[config.mk]
export PLATFORM = sky130hd
export DESIGN_NAME = bitcnt_unit_flat
export DESIGN_NICKNAME = d
export VERILOG_FILES = /design/src/rtl/bitcnt_pkg.sv /design/src/rtl/bitcnt_if.sv /design/src/rtl/bitcnt_chunk.sv /design/src/rtl/bitcnt_unit.sv /design/src/flat_wrapper.sv
export SDC_FILE = /design/constraint.sdc
export NUM_CORES = 1
export LEC_CHECK = 0
export ABC_AREA = 1
export BUFFER_PORTS_ARGS = -buffer_cell sky130_fd_sc_hd__buf_2
export CAP_MARGIN = 20
export CORE_MARGIN = 3
export CORE_UTILIZATION = 58
export DETAILED_ROUTE_END_ITERATION = 7
export PLACE_DENSITY_LB_ADDON = 0.1
export SYNTH_ARGS = -nofsm -noshare
export SYNTH_HDL_FRONTEND = slang
export SYNTH_SLANG_ARGS = --single-unit
[constraint.sdc]
create_clock -name clk -period 9.4 [get_ports clk]
set_input_delay 1.88 -clock clk [delete_from_list [all_inputs] [get_ports clk]]
set_output_delay 1.88 -clock clk [all_outputs]
set_load 0.005 [all_outputs]
[src/rtl/bitcnt_pkg.sv]
// Shared types and constants for the Zbb bit-count execute stage.
package bitcnt_pkg;

    localparam int unsigned XLEN  = 32;
    localparam int unsigned CNT_W = 6;

    typedef enum logic [1:0] {
        OP_CPOP = 2'b00,
        OP_CLZ  = 2'b01,
        OP_CTZ  = 2'b10,
        OP_RSVD = 2'b11
    } op_e;

    typedef enum logic [1:0] {
        IDLE = 2'b00,
        BUSY = 2'b01,
        WB   = 2'b10
    } state_e;

endpackage

[src/rtl/bitcnt_if.sv]
// Request handshake and register-file write bundle for bitcnt_unit.
interface bitcnt_if #(
    parameter int unsigned XLEN = 32,
    parameter int unsigned AW   = 5
);
    logic            start_valid;
    logic            start_ready;
    logic [1:0]      op;
    logic [XLEN-1:0] rs1_val;
    logic [AW-1:0]   rd;
    logic            kill;
    logic            busy;
    logic            done;
    logic            rf_we;
    logic [AW-1:0]   rf_wa;
    logic [XLEN-1:0] rf_wd;

    modport master (
        output start_valid, op, rs1_val, rd, kill,
        input  start_ready, busy, done, rf_we, rf_wa, rf_wd
    );

    modport slave (
        input  start_valid, op, rs1_val, rd, kill,
        output start_ready, busy, done, rf_we, rf_wa, rf_wd
    );
endinterface

[src/rtl/bitcnt_chunk.sv]
// Combinational popcount / leading-zero / trailing-zero of one W-bit chunk.
module bitcnt_chunk #(
    parameter  int unsigned W  = 4,
    localparam int unsigned CW = $clog2(W + 1)
) (
    input  logic [W-1:0]  din,
    output logic [CW-1:0] pop,
    output logic [CW-1:0] lz,
    output logic [CW-1:0] tz,
    output logic          nz
);
    always_comb begin
        pop = '0;
        lz  = CW'(W);
        tz  = CW'(W);
        // Ascending scan: the highest set bit is the last to update lz.
        for (int unsigned i = 0; i < W; i++) begin
            pop = pop + CW'(din[i]);
            if (din[i]) lz = CW'(W - 1 - i);
        end
        for (int unsigned i = W; i > 0; i--) begin
            if (din[i-1]) tz = CW'(i - 1);
        end
        nz = |din;
    end
endmodule

[src/rtl/bitcnt_unit.sv]
// Iterative CPOP/CLZ/CTZ execute stage feeding the register file write port.
// Optional EARLY_EXIT_EN: leave BUSY as soon as the remaining work is zero.
module bitcnt_unit #(
    parameter int unsigned XLEN           = 32,
    parameter int unsigned BITS_PER_CYCLE = 4,
    parameter int unsigned AW             = 5
) (
    input logic     clk,
    input logic     rst_n,
    bitcnt_if.slave bus
);
    import bitcnt_pkg::*;

    localparam int unsigned NCHUNK = XLEN / BITS_PER_CYCLE;
    localparam int unsigned IDX_W  = $clog2(NCHUNK) + 1;
    localparam int unsigned CHW    = $clog2(BITS_PER_CYCLE + 1);

    state_e state, state_n;
    op_e                 op_q;
    logic [AW-1:0]       rd_q;
    logic [AW-1:0]       rf_wa_q;
    logic [XLEN-1:0]     shreg, shreg_n;
    logic [CNT_W-1:0]    count, count_n, cnt_add, rf_wd_q;
    logic                found, found_n;
    logic [IDX_W-1:0]    idx;
    logic                last, accept;
    logic [BITS_PER_CYCLE-1:0] chunk;
    logic [CHW-1:0]      c_pop, c_lz, c_tz;
    logic                c_nz;

    // CLZ walks from the MSB end, CPOP/CTZ from the LSB end.
    assign chunk = (op_q == OP_CLZ) ? shreg[XLEN-1 -: BITS_PER_CYCLE]
                                    : shreg[BITS_PER_CYCLE-1:0];

    bitcnt_chunk #(.W(BITS_PER_CYCLE)) u_chunk (
        .din (chunk),
        .pop (c_pop),
        .lz  (c_lz),
        .tz  (c_tz),
        .nz  (c_nz)
    );

    always_comb begin
        cnt_add = '0;
        found_n = found;
        case (op_q)
            OP_CPOP: cnt_add = CNT_W'(c_pop);
            OP_CLZ: begin
                if (!found) cnt_add = CNT_W'(c_lz);
                found_n = found | c_nz;
            end
            OP_CTZ: begin
                if (!found) cnt_add = CNT_W'(c_tz);
                found_n = found | c_nz;
            end
            default: cnt_add = '0;
        endcase
        count_n = count + cnt_add;
        shreg_n = (op_q == OP_CLZ) ? (shreg << BITS_PER_CYCLE) : (shreg >> BITS_PER_CYCLE);
        last    = (idx == IDX_W'(NCHUNK - 1));
`ifdef EARLY_EXIT_EN
        if ((op_q == OP_CPOP) && (shreg_n == '0)) last = 1'b1;
        if (((op_q == OP_CLZ) || (op_q == OP_CTZ)) && found_n) last = 1'b1;
`else
`endif
    end

    always_comb begin
        state_n = state;
        accept  = 1'b0;
        case (state)
            IDLE: begin
                if (bus.start_valid && !bus.kill) begin
                    accept  = 1'b1;
                    state_n = BUSY;
                end
            end
            BUSY: begin
                if (bus.kill)  state_n = IDLE;
                else if (last) state_n = WB;
            end
            WB:      state_n = IDLE;
            default: state_n = IDLE;
        endcase
    end

    always_ff @(posedge clk) begin
        if (!rst_n) state <= IDLE;
        else        state <= state_n;
    end

    always_ff @(posedge clk) begin
        if (!rst_n) begin
            op_q    <= OP_CPOP;
            rd_q    <= '0;
            shreg   <= '0;
            count   <= '0;
            found   <= 1'b0;
            idx     <= '0;
            rf_wa_q <= '0;
            rf_wd_q <= '0;
        end else if (accept) begin
            op_q  <= op_e'(bus.op);
            rd_q  <= bus.rd;
            shreg <= bus.rs1_val;
            count <= '0;
            found <= 1'b0;
            idx   <= '0;
        end else if ((state == BUSY) && !bus.kill) begin
            shreg <= shreg_n;
            count <= count_n;
            found <= found_n;
            idx   <= idx + IDX_W'(1);
            // Result registers are loaded only when WB is entered so they hold otherwise.
            if (last) begin
                rf_wa_q <= rd_q;
                rf_wd_q <= count_n;
            end
        end
    end

    assign bus.start_ready = (state == IDLE);
    assign bus.busy        = (state != IDLE);
    assign bus.done        = (state == WB);
    assign bus.rf_we       = (state == WB) && (rd_q != '0);
    assign bus.rf_wa       = rf_wa_q;
    assign bus.rf_wd       = XLEN'(rf_wd_q);
endmodule

[src/flat_wrapper.sv]
// flat-port wrapper written by rule: the top's interface ports become plain ports
module bitcnt_unit_flat import bitcnt_pkg::*;
#(
    parameter int unsigned XLEN           = 32,
    parameter int unsigned BITS_PER_CYCLE = 4,
    parameter int unsigned AW             = 5
)
  (clk, rst_n, bus_start_valid, bus_op, bus_rs1_val, bus_rd, bus_kill, bus_start_ready, bus_busy, bus_done, bus_rf_we, bus_rf_wa, bus_rf_wd);
  bitcnt_if #(.XLEN(XLEN), .AW(AW)) bus_i ();
  input logic clk;
  input logic rst_n;
  input wire logic [$bits(bus_i.start_valid)-1:0] bus_start_valid;
  input wire logic [$bits(bus_i.op)-1:0] bus_op;
  input wire logic [$bits(bus_i.rs1_val)-1:0] bus_rs1_val;
  input wire logic [$bits(bus_i.rd)-1:0] bus_rd;
  input wire logic [$bits(bus_i.kill)-1:0] bus_kill;
  output wire logic [$bits(bus_i.start_ready)-1:0] bus_start_ready;
  output wire logic [$bits(bus_i.busy)-1:0] bus_busy;
  output wire logic [$bits(bus_i.done)-1:0] bus_done;
  output wire logic [$bits(bus_i.rf_we)-1:0] bus_rf_we;
  output wire logic [$bits(bus_i.rf_wa)-1:0] bus_rf_wa;
  output wire logic [$bits(bus_i.rf_wd)-1:0] bus_rf_wd;
  assign bus_i.start_valid = bus_start_valid;
  assign bus_i.op = bus_op;
  assign bus_i.rs1_val = bus_rs1_val;
  assign bus_i.rd = bus_rd;
  assign bus_i.kill = bus_kill;
  assign bus_start_ready = bus_i.start_ready;
  assign bus_busy = bus_i.busy;
  assign bus_done = bus_i.done;
  assign bus_rf_we = bus_i.rf_we;
  assign bus_rf_wa = bus_i.rf_wa;
  assign bus_rf_wd = bus_i.rf_wd;
  bitcnt_unit #(.XLEN(XLEN), .BITS_PER_CYCLE(BITS_PER_CYCLE), .AW(AW)) u_core (.clk(clk), .rst_n(rst_n), .bus(bus_i));
endmodule
==> flow_metrics.tcl <==
set metrics [dict create \
    finish.utilization 0.674 \
    grt_usage 0.243 \
    avgViaCountPerCell 5.45 \
    multi_input_area_mm2 0.00183 \
    crit_fanout 34 \
    fin_nets 595 \
    grt_max_degree 93 \
    gr-total-overflow 0 \
    yosysUniqueCellTypes 26 \
    clockBufferDepth 2 \
    grt_setup_unrepaired "false" \
    cts_max_level 3 \
    setup_viol 0 \
    max_freq_mhz 250 \
    antenna_found_initial 0 \
    layout-drive-gt1-share 0.158 \
    critPathTopFamily "adder cells" \
    synth_warnings 0 \
    postRouteAntennaNets 0 \
    root_buffer "clkbuf_8" \
    clock-sinks 63 \
    worst_pin_slew_ps 1020 \
    fin_crit_sh 0.425 \
    synth_seq_cells 63 \
    globalplace.congestion 0.928 \
    wire_per_inst_um 13.4 \
    critPathKind "register to register" \
    powerDensity_mw_per_mm2 167 \
    critPathMaxStageDelay_ps 440 \
    final_area_mm2 0.00385 \
    coreArea_mm2 0.00571 \
    syn_avg_cell_area_um2 7.02 \
    placed_area_mm2 0.00362 \
    worstPathArrival_ps 4240 \
    critPathLaunchType "register" \
    hp-start "u_core.rf_wd_q[2]$_SDFFE_PN0P_" \
    drt-pass1-iter-count 4 \
    fin_skew_ps 15.7 \
    crit_start "u_core.op_q[1]$_SDFFE_PN0P_" \
    antenna_cells 0 \
    fin_ws_ps 5400 \
    grt_pass1_wl_um 14300 \
    post_cts_buffers 0 \
    die_h_um 84.1 \
    register_area_mm2 0.00126 \
    cts_hold_buf 0 \
    r2r-start "u_core.op_q[1]$_SDFFE_PN0P_" \
    post-route-drc-count 0 \
    fin_crit_ps 4000 \
    clock_latency_ps 350 \
    yosysSeqAreaShare 0.357 \
    synth_area_mm2 0.00354 \
    dp_slack_ps 5470 \
    rows 27 \
    relSlewSlack 0.319 \
    required_ps 9650 \
    die_width_um 84.1 \
    drv_slew 0 \
    cp-end-kind "register" \
    syn_inst 504 \
    cap_violations 0 \
    initial_core_util 0.620 \
    grt_pass1_vias 3016 \
    wirelength_um 8300 \
    path_cells "inv_1, ha_1, buf_4, inv_2, nand2_1, nand2_1, inv_1, nor2_1, inv_1, nand2_1, inv_1, ha_1, ha_1, ha_1, nand2_1, a21oi_1, ha_1, nand3_1, nand3_1, xor2_1, a21o_1, inv_1" \
    post-dp-hpwl_um 5610 \
    vias 3363 \
    leakage_nw 1.75 \
    fillers 500 \
    ios 84 \
    hold_path_class "register to register" \
    area_growth_pct 8.74 \
    dieArea_mm2 0.00707 \
    numCtsBuffers 9 \
    ctsResizeCount 0 \
    drt_iter0_drc 341 \
    fin_setup_tns_ps 0 \
    critPathSlowestCell "inv_2" \
    io_buffers 57 \
    status "completed" \
    irDropWorstVdd_mv 0.125 \
    tritoncts "done" \
    crit_buf_inv 7 \
    clk_pin_slew_ps 80 \
    finalHoldViolations 0 \
]
[worst paths after layout]
kind                                    end  slack [ps]  cells past startpoint
max          u_core.rf_wd_q[3]$_SDFFE_PN0P_        5400                     22
min          u_core.rf_wd_q[2]$_SDFFE_PN0P_         460                      2
max reg2reg  u_core.rf_wd_q[3]$_SDFFE_PN0P_        5400                     22
min reg2reg  u_core.rf_wd_q[2]$_SDFFE_PN0P_         460                      2
[registers in the layout, summed over array words and instances, names as in the netlist]
| name | cells |
|---|---|
| u_core.bus.rf_wa | 5 |
| u_core.rd_q | 5 |
| u_core.shreg | 32 |
| u_core.count | 6 |
| u_core.op_q | 2 |
| u_core.state | 2 |
| u_core.rf_wd_q | 6 |
| u_core.idx | 4 |
| u_core.found | 1 |
[routing by layer]
layer,global-route usage,part of all wire,vias to the layer above
met5,0,0,-
met4,0.0936,0.017,0
met3,0.0444,0.076,11
met2,0.364,0.44,144
met1,0.344,0.47,1517
li1,-,-,1691
[cell usage after synthesis, drive strengths merged]
cell type | instances | area [um2]
a21o | 1 | 7.51
a21oi | 47 | 235
a31oi | 8 | 50.1
buf | 51 | 367
clkbuf | 8 | 30.0
conb | 1 | 3.75
dfxtp | 63 | 1260
fa | 1 | 20.0
ha | 11 | 138
inv | 37 | 139
nand2 | 118 | 450
nand3 | 68 | 340
nor2 | 36 | 148
nor3 | 1 | 5.00
o211ai | 24 | 180
o21ai | 23 | 115
o41ai | 1 | 8.76
or2 | 2 | 12.5
xor2 | 3 | 26.3
[worst register-to-register path, stage by stage (launching register included)]
cell and delay (ps):
dfxtp_1 360, inv_1 80, ha_1 180, buf_4 230
inv_2 450, nand2_1 110, nand2_1 140, inv_1 70
nor2_1 210, inv_1 70, nand2_1 60, inv_1 40
ha_1 280, ha_1 200, ha_1 270, nand2_1 50
a21oi_1 240, ha_1 280, nand3_1 80, nand3_1 140
xor2_1 220, a21o_1 140, inv_1 40
[logic make-up (layout without fill, tap and decap cells)]
family,count (synthesis),in the layout,synth area share
buffers and inverters,96,112,0.151
xor gates and xnor gates,3,3,0.00743
AOI/OAI and AO/OA,104,104,0.169
and+or+nand+nor,225,225,0.270
adders and majority gates,12,12,0.0446
other,1,26,0.00106
DFF,63,63,0.357
[per-stage QoR]
stage          std cells  hold slack, ps  total power [mW]
2_1_floorplan        529             439             0.370
3_3_place_gp         601             448             0.379
3_5_place_dp         601             448             0.383
4_1_cts              617             460             0.643
5_1_grt              617             484             0.672
6_report             617             459             0.642
[report_power, final]
group | switching (mW) | internal [mW] | total (mW)
Combinational | 0.0595 | 0.0324 | 0.0919
Sequential | 0.00940 | 0.277 | 0.287
Clock | 0.114 | 0.150 | 0.264
Total | 0.183 | 0.460 | 0.642
[layout make-up]
type	count	share of cell area
sequential	63	0.328
tap	72	0.0234
clock inverter	7	0.0254
multi-input combinational	370	0.477
clock buffer	9	0.0322
inverter	37	0.0361
timing repair buffer	59	0.0781
[cells in the final DEF, fill, tap and decap left out, types with 3 or more instances in the layout]
cell,instances
nand2_2,3
buf_2,57
nand3_1,68
inv_1,34
dfxtp_1,63
o211ai_1,24
xor2_1,3
inv_2,3
o21ai_0,23
nand2_1,115
nor2_1,33
conb_1,26
a31oi_1,8
clkbuf_8,9
ha_1,11
a21oi_1,47
No activity file was read; power rests on OpenSTA's default activity.
